--- config.mk ---
export PLATFORM = sky130hd
export DESIGN_NAME = truth_table_sweeper_flat
export DESIGN_NICKNAME = d
export VERILOG_FILES = /design/src/rtl/tt_sweep_pkg.sv /design/src/rtl/truth_table_sweeper_if.sv /design/src/rtl/tt_vote3.sv /design/src/rtl/truth_table_sweeper.sv /design/src/flat_wrapper.sv
export SDC_FILE = /design/constraint.sdc
export NUM_CORES = 1
export LEC_CHECK = 0
export CAP_MARGIN = 0
export CORE_MARGIN = 2
export CORE_UTILIZATION = 55
export CTS_BUF_LIST = sky130_fd_sc_hd__clkbuf_8
export CTS_CLUSTER_SIZE = 30
export DETAILED_ROUTE_END_ITERATION = 12
export HOLD_SLACK_MARGIN = 0.1
export PLACE_DENSITY = 0.83
export RECOVER_POWER = 100
export SETUP_SLACK_MARGIN = 0.05
export SLEW_MARGIN = 30
export SYNTH_ARGS = -nofsm -noshare
export SYNTH_HDL_FRONTEND = slang
export SYNTH_HIERARCHICAL = 1
export SYNTH_SLANG_ARGS = --single-unit
--- constraint.sdc ---
create_clock -name clk -period 2.5 [get_ports clk]
set_input_delay 0.5 -clock clk [delete_from_list [all_inputs] [get_ports clk]]
set_output_delay 0.5 -clock clk [all_outputs]
set_load 0.05 [all_outputs]
--- src/rtl/tt_sweep_pkg.sv ---
// tt_sweep_pkg: shared types and constants for the truth-table sweeper.
//   sweep_state_t   : sweeper FSM states (IDLE, SETTLE, SAMPLE, DONE)
//   NUM_VEC         : number of input vectors of the 3-input gate
//   SIG_W           : width of the truth-table signature
//   SAMPLES_PER_VEC : samples taken per vector (3 when TT_SWEEP_VOTE_EN is
//                     defined, otherwise 1)
//   maj3()          : 2-of-3 majority helper
package tt_sweep_pkg;

  typedef enum logic [1:0] {
    IDLE   = 2'd0,
    SETTLE = 2'd1,
    SAMPLE = 2'd2,
    DONE   = 2'd3
  } sweep_state_t;

  localparam int NUM_VEC = 8;
  localparam int SIG_W   = 8;

`ifdef TT_SWEEP_VOTE_EN
  localparam int SAMPLES_PER_VEC = 3;
`else
  localparam int SAMPLES_PER_VEC = 1;
`endif

  // 2-of-3 majority of three sampled bits.
  function automatic logic maj3(input logic a, input logic b, input logic c);
    return (a & b) | (a & c) | (b & c);
  endfunction

endpackage

--- src/rtl/truth_table_sweeper_if.sv ---
// truth_table_sweeper_if: control, result and gate-side signals of the sweeper.
//   start/expected    : sweep request and golden signature (master -> slave)
//   dut_out           : output of the gate under test (master -> slave)
//   in1/in2/in3       : gate input vector, in1 = MSB (slave -> master)
//   busy/done         : sweep in progress / one-cycle completion pulse
//   table_out/match   : captured signature and comparison result
interface truth_table_sweeper_if;
  import tt_sweep_pkg::*;

  logic             start;
  logic [SIG_W-1:0] expected;
  logic             dut_out;
  logic             in1;
  logic             in2;
  logic             in3;
  logic             busy;
  logic             done;
  logic [SIG_W-1:0] table_out;
  logic             match;

  modport master (
    output start, expected, dut_out,
    input  in1, in2, in3, busy, done, table_out, match
  );

  modport slave (
    input  start, expected, dut_out,
    output in1, in2, in3, busy, done, table_out, match
  );

endinterface

--- src/rtl/tt_vote3.sv ---
// tt_vote3: keeps the two previous gate samples of the current vector and
// outputs the 2-of-3 majority of those plus the sample presented this cycle,
// so the voted bit is ready on the third sample edge.
// Compiled only when TT_SWEEP_VOTE_EN is defined.
//   clk, rst : clock, asynchronous active-high reset
//   shift_en : capture din on this edge (high in SAMPLE)
//   din      : gate output sample
//   maj      : majority of {stored[1], stored[0], din}
`ifdef TT_SWEEP_VOTE_EN
module tt_vote3
  import tt_sweep_pkg::*;
(
  input  logic clk,
  input  logic rst,
  input  logic shift_en,
  input  logic din,
  output logic maj
);

  logic [1:0] hist_r;

  // Sample history shift register.
  always_ff @(posedge clk or posedge rst) begin
    if (rst) begin
      hist_r <= 2'b00;
    end else if (shift_en) begin
      hist_r <= {hist_r[0], din};
    end else begin
      hist_r <= hist_r;
    end
  end

  assign maj = maj3(hist_r[1], hist_r[0], din);

endmodule
`endif

--- src/rtl/truth_table_sweeper.sv ---
// truth_table_sweeper: walks a 3-input gate through vectors 000..111, waits
// SETTLE_CYCLES per vector, samples the gate output and assembles an 8-bit
// signature (idx 0 in the MSB) which is compared with a latched golden value.
// Optional feature macro: TT_SWEEP_VOTE_EN (3 samples per vector, majority).
//   clk, rst : clock, asynchronous active-high reset
//   bus      : truth_table_sweeper_if.slave (start, expected, dut_out,
//              in1..in3, busy, done, table_out, match)
module truth_table_sweeper
  import tt_sweep_pkg::*;
#(
  parameter int SETTLE_CYCLES = 2
) (
  input  logic                   clk,
  input  logic                   rst,
  truth_table_sweeper_if.slave   bus
);

  localparam logic [7:0] SETTLE_LAST = 8'(SETTLE_CYCLES - 1);
  localparam logic [1:0] SAMPLE_LAST = 2'(SAMPLES_PER_VEC - 1);
  localparam logic [2:0] LAST_IDX    = 3'(NUM_VEC - 1);

  sweep_state_t     state_r;
  logic [2:0]       idx_r;
  logic [7:0]       settle_cnt_r;
  logic [1:0]       samp_cnt_r;
  logic [SIG_W-1:0] work_r;
  logic [SIG_W-1:0] expected_r;
  logic [SIG_W-1:0] table_r;
  logic [2:0]       vec_r;
  logic             busy_r;
  logic             done_r;
  logic             match_r;

  logic             sample_bit_s;
  logic [2:0]       bit_pos_s;
  logic [SIG_W-1:0] next_work_s;

`ifdef TT_SWEEP_VOTE_EN
  logic shift_en_s;
  assign shift_en_s = (state_r == SAMPLE);

  tt_vote3 u_vote3 (
    .clk      (clk),
    .rst      (rst),
    .shift_en (shift_en_s),
    .din      (bus.dut_out),
    .maj      (sample_bit_s)
  );
`else
  assign sample_bit_s = bus.dut_out;
`endif

  // idx 0 lands in the MSB of the signature.
  assign bit_pos_s = 3'd7 - idx_r;

  // Working signature with the current vector's bit merged in; used on the
  // last sample edge so DONE already sees the complete signature.
  always_comb begin
    next_work_s            = work_r;
    next_work_s[bit_pos_s] = sample_bit_s;
  end

  // Sweep FSM with registered outputs.
  always_ff @(posedge clk or posedge rst) begin
    if (rst) begin
      state_r      <= IDLE;
      idx_r        <= 3'd0;
      settle_cnt_r <= 8'd0;
      samp_cnt_r   <= 2'd0;
      work_r       <= '0;
      expected_r   <= '0;
      table_r      <= '0;
      vec_r        <= 3'd0;
      busy_r       <= 1'b0;
      done_r       <= 1'b0;
      match_r      <= 1'b0;
    end else begin
      case (state_r)
        IDLE: begin
          done_r <= 1'b0;
          if (bus.start) begin
            expected_r   <= bus.expected;
            work_r       <= '0;
            match_r      <= 1'b0;
            idx_r        <= 3'd0;
            vec_r        <= 3'd0;
            settle_cnt_r <= 8'd0;
            samp_cnt_r   <= 2'd0;
            busy_r       <= 1'b1;
            state_r      <= SETTLE;
          end else begin
            state_r <= IDLE;
          end
        end
        SETTLE: begin
          if (settle_cnt_r == SETTLE_LAST) begin
            samp_cnt_r <= 2'd0;
            state_r    <= SAMPLE;
          end else begin
            settle_cnt_r <= settle_cnt_r + 8'd1;
          end
        end
        SAMPLE: begin
          if (samp_cnt_r == SAMPLE_LAST) begin
            work_r <= next_work_s;
            if (idx_r == LAST_IDX) begin
              // table_out/match update on the edge that raises done.
              table_r <= next_work_s;
              match_r <= (next_work_s == expected_r);
              done_r  <= 1'b1;
              busy_r  <= 1'b0;
              vec_r   <= 3'd0;
              state_r <= DONE;
            end else begin
              idx_r        <= idx_r + 3'd1;
              vec_r        <= idx_r + 3'd1;
              settle_cnt_r <= 8'd0;
              state_r      <= SETTLE;
            end
          end else begin
            samp_cnt_r <= samp_cnt_r + 2'd1;
          end
        end
        DONE: begin
          // start is ignored here; it is accepted on the next cycle in IDLE.
          done_r  <= 1'b0;
          state_r <= IDLE;
        end
        default: begin
          state_r <= IDLE;
          busy_r  <= 1'b0;
          done_r  <= 1'b0;
          vec_r   <= 3'd0;
        end
      endcase
    end
  end

  assign bus.in1       = vec_r[2];
  assign bus.in2       = vec_r[1];
  assign bus.in3       = vec_r[0];
  assign bus.busy      = busy_r;
  assign bus.done      = done_r;
  assign bus.table_out = table_r;
  assign bus.match     = match_r;

endmodule

--- src/flat_wrapper.sv ---
// flat-port wrapper written by rule: the top's interface ports become plain ports
module truth_table_sweeper_flat import tt_sweep_pkg::*;
#(
  parameter int SETTLE_CYCLES = 2
)
  (clk, rst, bus_start, bus_expected, bus_dut_out, bus_in1, bus_in2, bus_in3, bus_busy, bus_done, bus_table_out, bus_match);
  truth_table_sweeper_if bus_i ();
  input  logic clk;
  input  logic rst;
  input wire logic [$bits(bus_i.start)-1:0] bus_start;
  input wire logic [$bits(bus_i.expected)-1:0] bus_expected;
  input wire logic [$bits(bus_i.dut_out)-1:0] bus_dut_out;
  output wire logic [$bits(bus_i.in1)-1:0] bus_in1;
  output wire logic [$bits(bus_i.in2)-1:0] bus_in2;
  output wire logic [$bits(bus_i.in3)-1:0] bus_in3;
  output wire logic [$bits(bus_i.busy)-1:0] bus_busy;
  output wire logic [$bits(bus_i.done)-1:0] bus_done;
  output wire logic [$bits(bus_i.table_out)-1:0] bus_table_out;
  output wire logic [$bits(bus_i.match)-1:0] bus_match;
  assign bus_i.start = bus_start;
  assign bus_i.expected = bus_expected;
  assign bus_i.dut_out = bus_dut_out;
  assign bus_in1 = bus_i.in1;
  assign bus_in2 = bus_i.in2;
  assign bus_in3 = bus_i.in3;
  assign bus_busy = bus_i.busy;
  assign bus_done = bus_i.done;
  assign bus_table_out = bus_i.table_out;
  assign bus_match = bus_i.match;
  truth_table_sweeper #(.SETTLE_CYCLES(SETTLE_CYCLES)) u_core (.clk(clk), .rst(rst), .bus(bus_i));
endmodule
## Word level (Yosys, flattened, before mapping)

Index checks and enable logic that the tools add are counted.

| operators by class | value |
|---|---|
| divide/modulo/power cells | 0 |
| shift operators | 0 |
| reductions and logical operators | 16 |
| muxes and demuxes | 37 |
| multiply operators | 0 |
| $lt $le $gt $ge | 2 |
| eq/ne operators | 13 |
| $add $sub $neg | 4 |
| bitwise gates (word level) | 0 |

Operator list:

| kind | count |
|---|---|
| $mux W8 | 5 |
| $pmux W8 S3 | 1 |
| $pmux W8 S2 | 1 |
| $mux W3 | 5 |
| $mux W2 | 6 |
| $pmux W3 S2 | 2 |
| $reduce_and A4 Y1 | 3 |
| $mux W1 | 10 |
| $reduce_and A3 Y1 | 3 |
| $add A8 B1 Y8 const B | 1 |
| $bwmux W8 | 1 |
| $eq A8 B1 Y1 const B | 1 |
| $eq A8 B8 Y1 | 1 |
| $ne A2 B2 Y1 const B | 4 |
| $pmux W2 S4 | 1 |
| $ne A2 B1 Y1 const B | 3 |
| $pmux W1 S2 | 3 |
| $pmux W2 S3 | 1 |
| $reduce_and A5 Y1 | 1 |
| $eq A2 B2 Y1 const B | 2 |
| $logic_not A2 Y1 | 2 |
| $lt A3 B4 Y1 const B | 1 |
| $reduce_and A2 Y1 | 2 |
| $reduce_bool A2 Y1 | 2 |
| other kinds (10) | 10 |

| storage, ports and cells | value |
|---|---|
| latch bits | 0 |
| ROM bits | 0 |
| bits in writable memories | 0 |
| flip-flop bits (word level) | 45 |
| input bits | 12 |
| memories kept | 0 |
| output and inout port bits | 14 |

## Longest topological paths before layout

Gate-level depths: netlist of the first run.

| depth | value |
|---|---|
| depth in word-level cells | 10 |
| gate-level depth with buffers | 8 |
| depth with buffers taken out | 7 |

## Least setup slack after synthesis of the first run

OpenSTA, ideal clock, no wires.

| timing | value |
|---|---|
| path kind | register -> register |
| start point | register u_core.idx_r[0] |
| end point | register u_core.settle_cnt_r[6] |
| period minus slack after synthesis | 2.033 ns |
| path slack | 0.467 ns |
| required time | 2.427 ns |
| cell stages (with the launch flop) | 8 |
| setup time | 0.073 ns |
| buffers on the path | 0 |
| arrival | 1.960 ns |
| path through | dfrtp_1 ha_1 ha_1 nand2b_4 a211oi_4 nand4_2 or3_1 a21oi_2 |

| between the ends | value |
|---|---|
| cells in the longest elaborated chain, start to end | 3 |

Ends and longest elaborated chain:

| item | line | RTL |
|---|---|---|
| from (decl) | truth_table_sweeper.sv:23 | `logic [2:0] idx_r;` |
| from (signal assigned) | truth_table_sweeper.sv:115 | `idx_r <= idx_r + 3'd1;` |
| $eq A3 B3 Y1 | truth_table_sweeper.sv:106 | `if (idx_r == LAST_IDX) begin` |
| $ne A2 B2 Y1 (no source line) | - |  |
| $reduce_and A5 Y1 (no source line) | - |  |
| to (signal assigned) | truth_table_sweeper.sv:100 | `settle_cnt_r <= settle_cnt_r + 8'd1;` |
| to (decl) | truth_table_sweeper.sv:24 | `logic [7:0] settle_cnt_r;` |

Every way passes these cells.
A chain may end at the register's enable or synchronous reset.

## Final worst setup path of the first run

| timing | value |
|---|---|
| start point | register u_core.idx_r[0] |
| end point | register u_core.settle_cnt_r[7] |

The elaborated chain is that of the path after synthesis.

==> results.cfg, run 1 <==
[status]
status = complete, no violations

[timing]
setup-tns-final_ps = 0
rsz0062_at_grt = false
finalMaxSlewViolations = 0
max-slew-margin-rel_pct = 41.60
skew_ps = 8.115
timing.final.ws_setup_ps = 291.6
hold_viol_final = 0
fin_hold_ws_ps = 484.5
worstMarginPinSlew_ps = 870.7
timing.fmax_mhz = 452.8
fin_crit_sh_pct = 88.34
finalCriticalPeriod_ps = 2208
setup_violations = 0

[final_layout]
final_cell_mix = 45 x dfrtp_1, 26 x o21ai_0, 24 x nand2_1, 15 x dlygate4sd3_1, 13 x inv_1
fin_util_pct = 64.94
n_antenna_cell = 0
seqCellArea_um2 = 1126
stdcell_area_um2 = 2769
final_common_cell = dfrtp_1
multiInputGateArea_um2 = 1151
layout-drive-gt1-share_pct = 8.955
finalNonFillerCells = 320
n_fill_cell = 351
layout.nets = 289
area_growth_syn_to_layout_pct = 15.56

[global_route]
grt_max_degree = 26
grt-ovfl-total = 0
grt_usage_pct = 21.29
grt_pass1_vias = 1777
grt_first_pass_wirelength_um = 8355
grt_antenna_before_repair = 0

[die]
dieArea_um2 = 4901
die_w_um = 70.01
core-area_um2 = 4264
io_pins = 26
num_rows = 24
start_util_pct = 56.19
die_h_um = 70.01

[logic_synthesis]
synth_mux_area_share_pct = 7.154
synth_edf_count = 0
yosysTopAreaCell = dfrtp_1
synthXorXnorAreaFrac_pct = 3.655
synth.cell_area_um2 = 2396
ys_types = 40
ys_seq_area_share_pct = 47.00
async_flop_share_pct = 100.0
synthCells = 236
synth.avg_cell_area_um2 = 10.15
synth-main-ff-cell = dfrtp_1
synth_warnings = 6
synth_nets = 258
synth-adder-area-share_pct = 5.222
synth-simple-area-share_pct = 17.23
netlist.area_leader.share_pct = 47.00
ys_ff_latch = 45
synth_area_leaders = dfrtp_1 47%, o21ai_0 5.4%, ha_1 5.2%, a22o_1 4.4%, mux2_2 4.2%
synth_top_family_by_area = simple AND/OR/NAND/NOR gates
synth_compound_area_share_pct = 15.82

[clocking]
clock-root-buffer = clkbuf_8
cts_sinks = 45
postCtsHoldBufs = 0
tritoncts = yes
clock_path_buffers = 2
cts_resized = 0
insertion_delay_ps = 300
post-cts-setup-buffer-count = 0
cts_buffers = 5
htreeDepth = 2
clk_pin_slew_worst_paths_ps = 90

[placement]
dp_hpwl_um = 3572
placed_area_um2 = 2726
dp.cells = 312
gp_congestion = 0.9122
dp_slack_ps = 270.3
port_buffers = 25

[critical_path]
crit_buf_inv = 3
path_class = reg -> reg
r2r_end = u_core/settle_cnt_r[7]
r2r-start = u_core/idx_r[0]
worstPathRequired_ps = 2690
startpoint = u_core/idx_r[0]
critPathTopFamily = buffers and inverters
critical_path.endpoint = u_core/settle_cnt_r[7]
crit_chain = ha_1 -> ha_1 -> nand2b_1 -> a211oi_2 -> clkbuf_1 -> inv_1 -> nor2_1 -> buf_4 -> nor2_1
max_stage_delay_ps = 390
ff2ff_setup_slack_ps = 290
crit_path_max_fanout = 6
cp_slowest_cell = dfrtp_1
cp-end-kind = flip-flop
path_depth = 9
critical_path_arrival_ps = 2390
start_kind = flip-flop
rr_worst_depth = 9

[detailed_routing]
routed_wl_um = 4783
drtIter0Drc = 264
drc = 0
num_vias = 1805
routedWlPerCell_um = 14.95
vias_per_cell = 5.641
firstDrtPassIters = 4
postRouteAntennaNets = 0

[pwr]
power.leakage_nw = 1.323
finalPower_mw = 1.195
ir_drop_uv = 271.7
powerDensity_nw_per_um2 = 431.5

[min_path]
hold_class = reg -> reg

[run]
maxCapViolations = 0
how the worst min path moves through the flow:
stage	from	end	slack [ps]	cells after the start
after floorplan	u_core/work_r[2]	u_core/work_r[2]	450	2
after global placement	u_core/work_r[2]	u_core/work_r[2]	460	2
after detailed placement	u_core/vec_r[0]	u_core/vec_r[0]	480	2
after CTS	u_core/vec_r[0]	u_core/vec_r[0]	490	2
after global routing	u_core/work_r[3]	u_core/work_r[3]	520	1
final	u_core/vec_r[0]	u_core/vec_r[0]	480	2
worst register-to-register path, delay by kind of cell, from the launching register on:
family                     cells  cell delay (ps)
buffers and inverters          3              510
adders and majority gates      2              470
and+or+nand+nor                3              350
DFF                            1              390
AOI/OAI and AO/OA              1              370
synthesized netlist by cell type, types with 2 or more instances:
master     n
nand3_1    6
nand2b_1   5
nor3_1     2
buf_2      3
o21ai_0   26
mux2i_1    7
nor3b_1    2
or3_1      3
xor2_1     9
and2_1     3
and3_1     3
nand4_1    4
nand3b_1   5
nor2_1    10
clkbuf_1   5
inv_1     13
a21boi_0   2
or2_2      2
a21oi_1    8
a22o_1    12
dfrtp_1   45
mux2_2     9
nand2_1   24
o22ai_1    3
ha_1      10
layer usage:
metal	up-vias	part of all wire [%]	track usage (%)
met5	-	0	0
met4	0	0.92	6.197
met3	4	4.7	5.051
met2	42	48	33.44
met1	861	46	29.67
li1	898	-	-
report_power, final:
part	internal [mW]	leakage, nW	total, mW	switching (mW)
registers	0.727	0.557	0.727	0
logic	0.0167	0.716	0.0377	0.0209
clock network	0.190	0.0491	0.430	0.240
total	0.934	1.32	1.19	0.261
registers in the layout, indices dropped and copies added (netlist names):
register / count
u_core/bus.table_out: 8
u_core/expected_r: 8
u_core/settle_cnt_r: 8
u_core/work_r: 8
u_core/idx_r: 3
u_core/vec_r: 3
u_core/samp_cnt_r: 2
u_core/state_r: 2
u_core/bus.busy: 1
u_core/bus.done: 1
u_core/bus.match: 1
area by class of cell:
| type | count | share of cell area, % |
|---|---|---|
| Tap cell | 52 | 2.350 |
| Sequential cell | 45 | 40.67 |
| Inverter | 13 | 1.762 |
| Clock inverter | 3 | 0.4971 |
| Clock buffer | 5 | 2.485 |
| Multi-Input combinational cell | 169 | 41.57 |
| Timing Repair Buffer | 33 | 10.66 |
logic make-up (layout without fill, tap and decap cells):
kind of cell	after synthesis	in the layout
adders and majority gates	10	10
buffers and inverters	22	54
and+or+nand+nor	75	75
muxes	16	16
xor gates and xnor gates	10	10
AOI/OAI and AO/OA	58	58
DFF	45	45
No activity file was read; power rests on OpenSTA's default activity.
==> run 2: changes to the inputs <==
- ABC_AREA: not set -> 1
==> results.cfg, run 2 <==
[timing]
fin_hold_ws_ps = 483.0
timing.fmax_mhz = 486.6
finalMaxSlewViolations = 0
hold_viol_final = 0
rsz0062_at_grt = false
setup-tns-final_ps = 0
setup_violations = 0
fin_crit_sh_pct = 82.20
worstMarginPinSlew_ps = 732.6
skew_ps = 4.770
finalCriticalPeriod_ps = 2055
max-slew-margin-rel_pct = 51.16

[logic_synthesis]
ys_seq_area_share_pct = 46.54
synth-adder-area-share_pct = 5.171
synthXorXnorAreaFrac_pct = 0.7239
synth.cell_area_um2 = 2420
synth_area_leaders = dfrtp_1 47%, nand2_1 12%, inv_1 6.0%, nand3_1 5.4%, ha_1 5.2%
synth_edf_count = 0
synth_warnings = 6
synth_compound_area_share_pct = 10.96
ys_ff_latch = 45
synth_top_family_by_area = simple AND/OR/NAND/NOR gates
async_flop_share_pct = 100.0
yosysTopAreaCell = dfrtp_1
yosys-top-cells-count = 78 x nand2_1, 45 x dfrtp_1, 39 x inv_1
synth_mux_area_share_pct = 0.4654
netlist.area_leader.share_pct = 46.54
ys_types = 29
synth-main-ff-cell = dfrtp_1
synthCells = 308
synth.avg_cell_area_um2 = 7.857
synth.most_common_cell = nand2_1
synth-simple-area-share_pct = 27.30
synth_nets = 330

[detailed_routing]
postRouteAntennaNets = 0
num_vias = 2097
drc = 0
routedWlPerCell_um = 12.65
routed_wl_um = 4910
drtIter0Drc = 109
firstDrtPassIters = 4
vias_per_cell = 5.405

[final_layout]
layout-drive-gt1-share_pct = 5.952
final_common_cell = nand2_1
area_growth_syn_to_layout_pct = 16.29
n_antenna_cell = 0
final_cell_mix = 79 x nand2_1, 45 x dfrtp_1, 41 x inv_1, 26 x nand3_1, 23 x o21ai_0
n_fill_cell = 381
layout.nets = 357

[die]
die_w_um = 70.33
io_pins = 26
die_h_um = 70.33
start_util_pct = 56.35
dieArea_um2 = 4946
num_rows = 24
core-area_um2 = 4294

[critical_path]
worstPathRequired_ps = 2690
path_class = reg -> reg
critical_path_arrival_ps = 2250
startpoint = u_core/idx_r[0]
r2r-start = u_core/idx_r[0]
cp-end-kind = flip-flop
crit_path_max_fanout = 15
rr_worst_depth = 9
start_kind = flip-flop

[run]
maxCapViolations = 0

[pwr]
powerDensity_nw_per_um2 = 967.6
ir_drop_uv = 709.9
power.leakage_nw = 1.414

[clocking]
post-cts-setup-buffer-count = 0
clock-root-buffer = clkbuf_8
cts_buffers = 5
htreeDepth = 2
clk_pin_slew_worst_paths_ps = 80
cts_resized = 0
insertion_delay_ps = 300
tritoncts = yes
clock_path_buffers = 2
cts_sinks = 45
postCtsHoldBufs = 0

[global_route]
grt_max_degree = 31
grt_usage_pct = 22.44
grt-ovfl-total = 0
grt_pass1_vias = 2074
grt_antenna_before_repair = 0
grt_first_pass_wirelength_um = 8811

[min_path]
whs_path_depth = 2
hold_class = reg -> reg
min_from = u_core/bus.table_out[0]

[placement]
dp_hpwl_um = 3660
port_buffers = 25
gp_congestion = 0.8738

[status]
status = complete, no violations
-- run 2: cell types whose count changed in the layout (fill, tap and decap cells not counted), moves of 8 or more --
cell,before,now
a22o_1,12,0
nand4_1,4,13
mux2_2,9,1
nand2_1,24,79
nand3_1,6,26
inv_1,13,41
nor2_1,10,21
-- run 2: metrics by stage --
step	std cells	power, mW	area [um2]	worst slack [ps]	util (%)
global placement	380	2.170	2721	446.4	63.37
finish	388	2.723	2814	445.1	65.53
floorplan	308	1.955	2420	867.3	-
global route	388	2.956	2814	224.1	65.53
CTS	388	2.787	2838	507.7	66.08
detailed placement	380	2.213	2721	344.7	63.37
-- run 2: path summary, 6_finish.rpt --
path                                           endpoint  slack [ps]
worst max-delay path             u_core/settle_cnt_r[0]         450
worst min-delay path            u_core/bus.table_out[0]         480
worst max register to register   u_core/settle_cnt_r[0]         450
worst min register to register  u_core/bus.table_out[0]         480
max in group asynchronous        u_core/settle_cnt_r[0]         840
min in group asynchronous              u_core/work_r[7]         620
-- run 2: power by group --
| group | leakage, nW | switching (mW) | internal [mW] |
|---|---|---|---|
| clock network | 0.0626 | 0.242 | 0.322 |
| logic | 0.783 | 0.773 | 0.364 |
| registers | 0.568 | 0.125 | 0.896 |
-- run 2: critical path, cell delays in order, from the launching register on --
cell     delay (ps)
dfrtp_1         500
ha_1            290
ha_1            230
nand2_1         150
nand2_1          80
nor2_1          160
nand2_1         140
nand2_4         190
o21ai_0         110
o21a_1          110
-- run 2: logic make-up (layout without fill, tap and decap cells) --
kind of cell             count (synthesis)  after routing
adder cells (fa/ha/maj)                 10             10
AND/OR/NAND/NOR                        148            148
XOR/XNOR                                 2              2
multiplexers                             1              1
buffers and inverters                   53             81
flip-flops                              45             45
AO/OA/AOI/OAI                           49             49
-- run 2: layer usage --
layer	vias up	share of wire, %	global-route usage [%]
met5	-	0	0
met4	0	2.1	9.829
met3	10	4.0	4.329
met2	44	50	38.89
met1	983	44	26.93
li1	1060	-	-
-- run 2: cell type report --
type                       instances  area [um2]  share of cell area [%]
clock buffer                       6       82.58                   2.935
clock inverter                     2       33.78                   1.201
inverter                          46       172.7                   6.136
multi-input combinational        210        1075                   38.19
sequential                        45        1126                   40.02
tap                               52       65.06                   2.312
timing repair buffer              27       259.0                   9.204
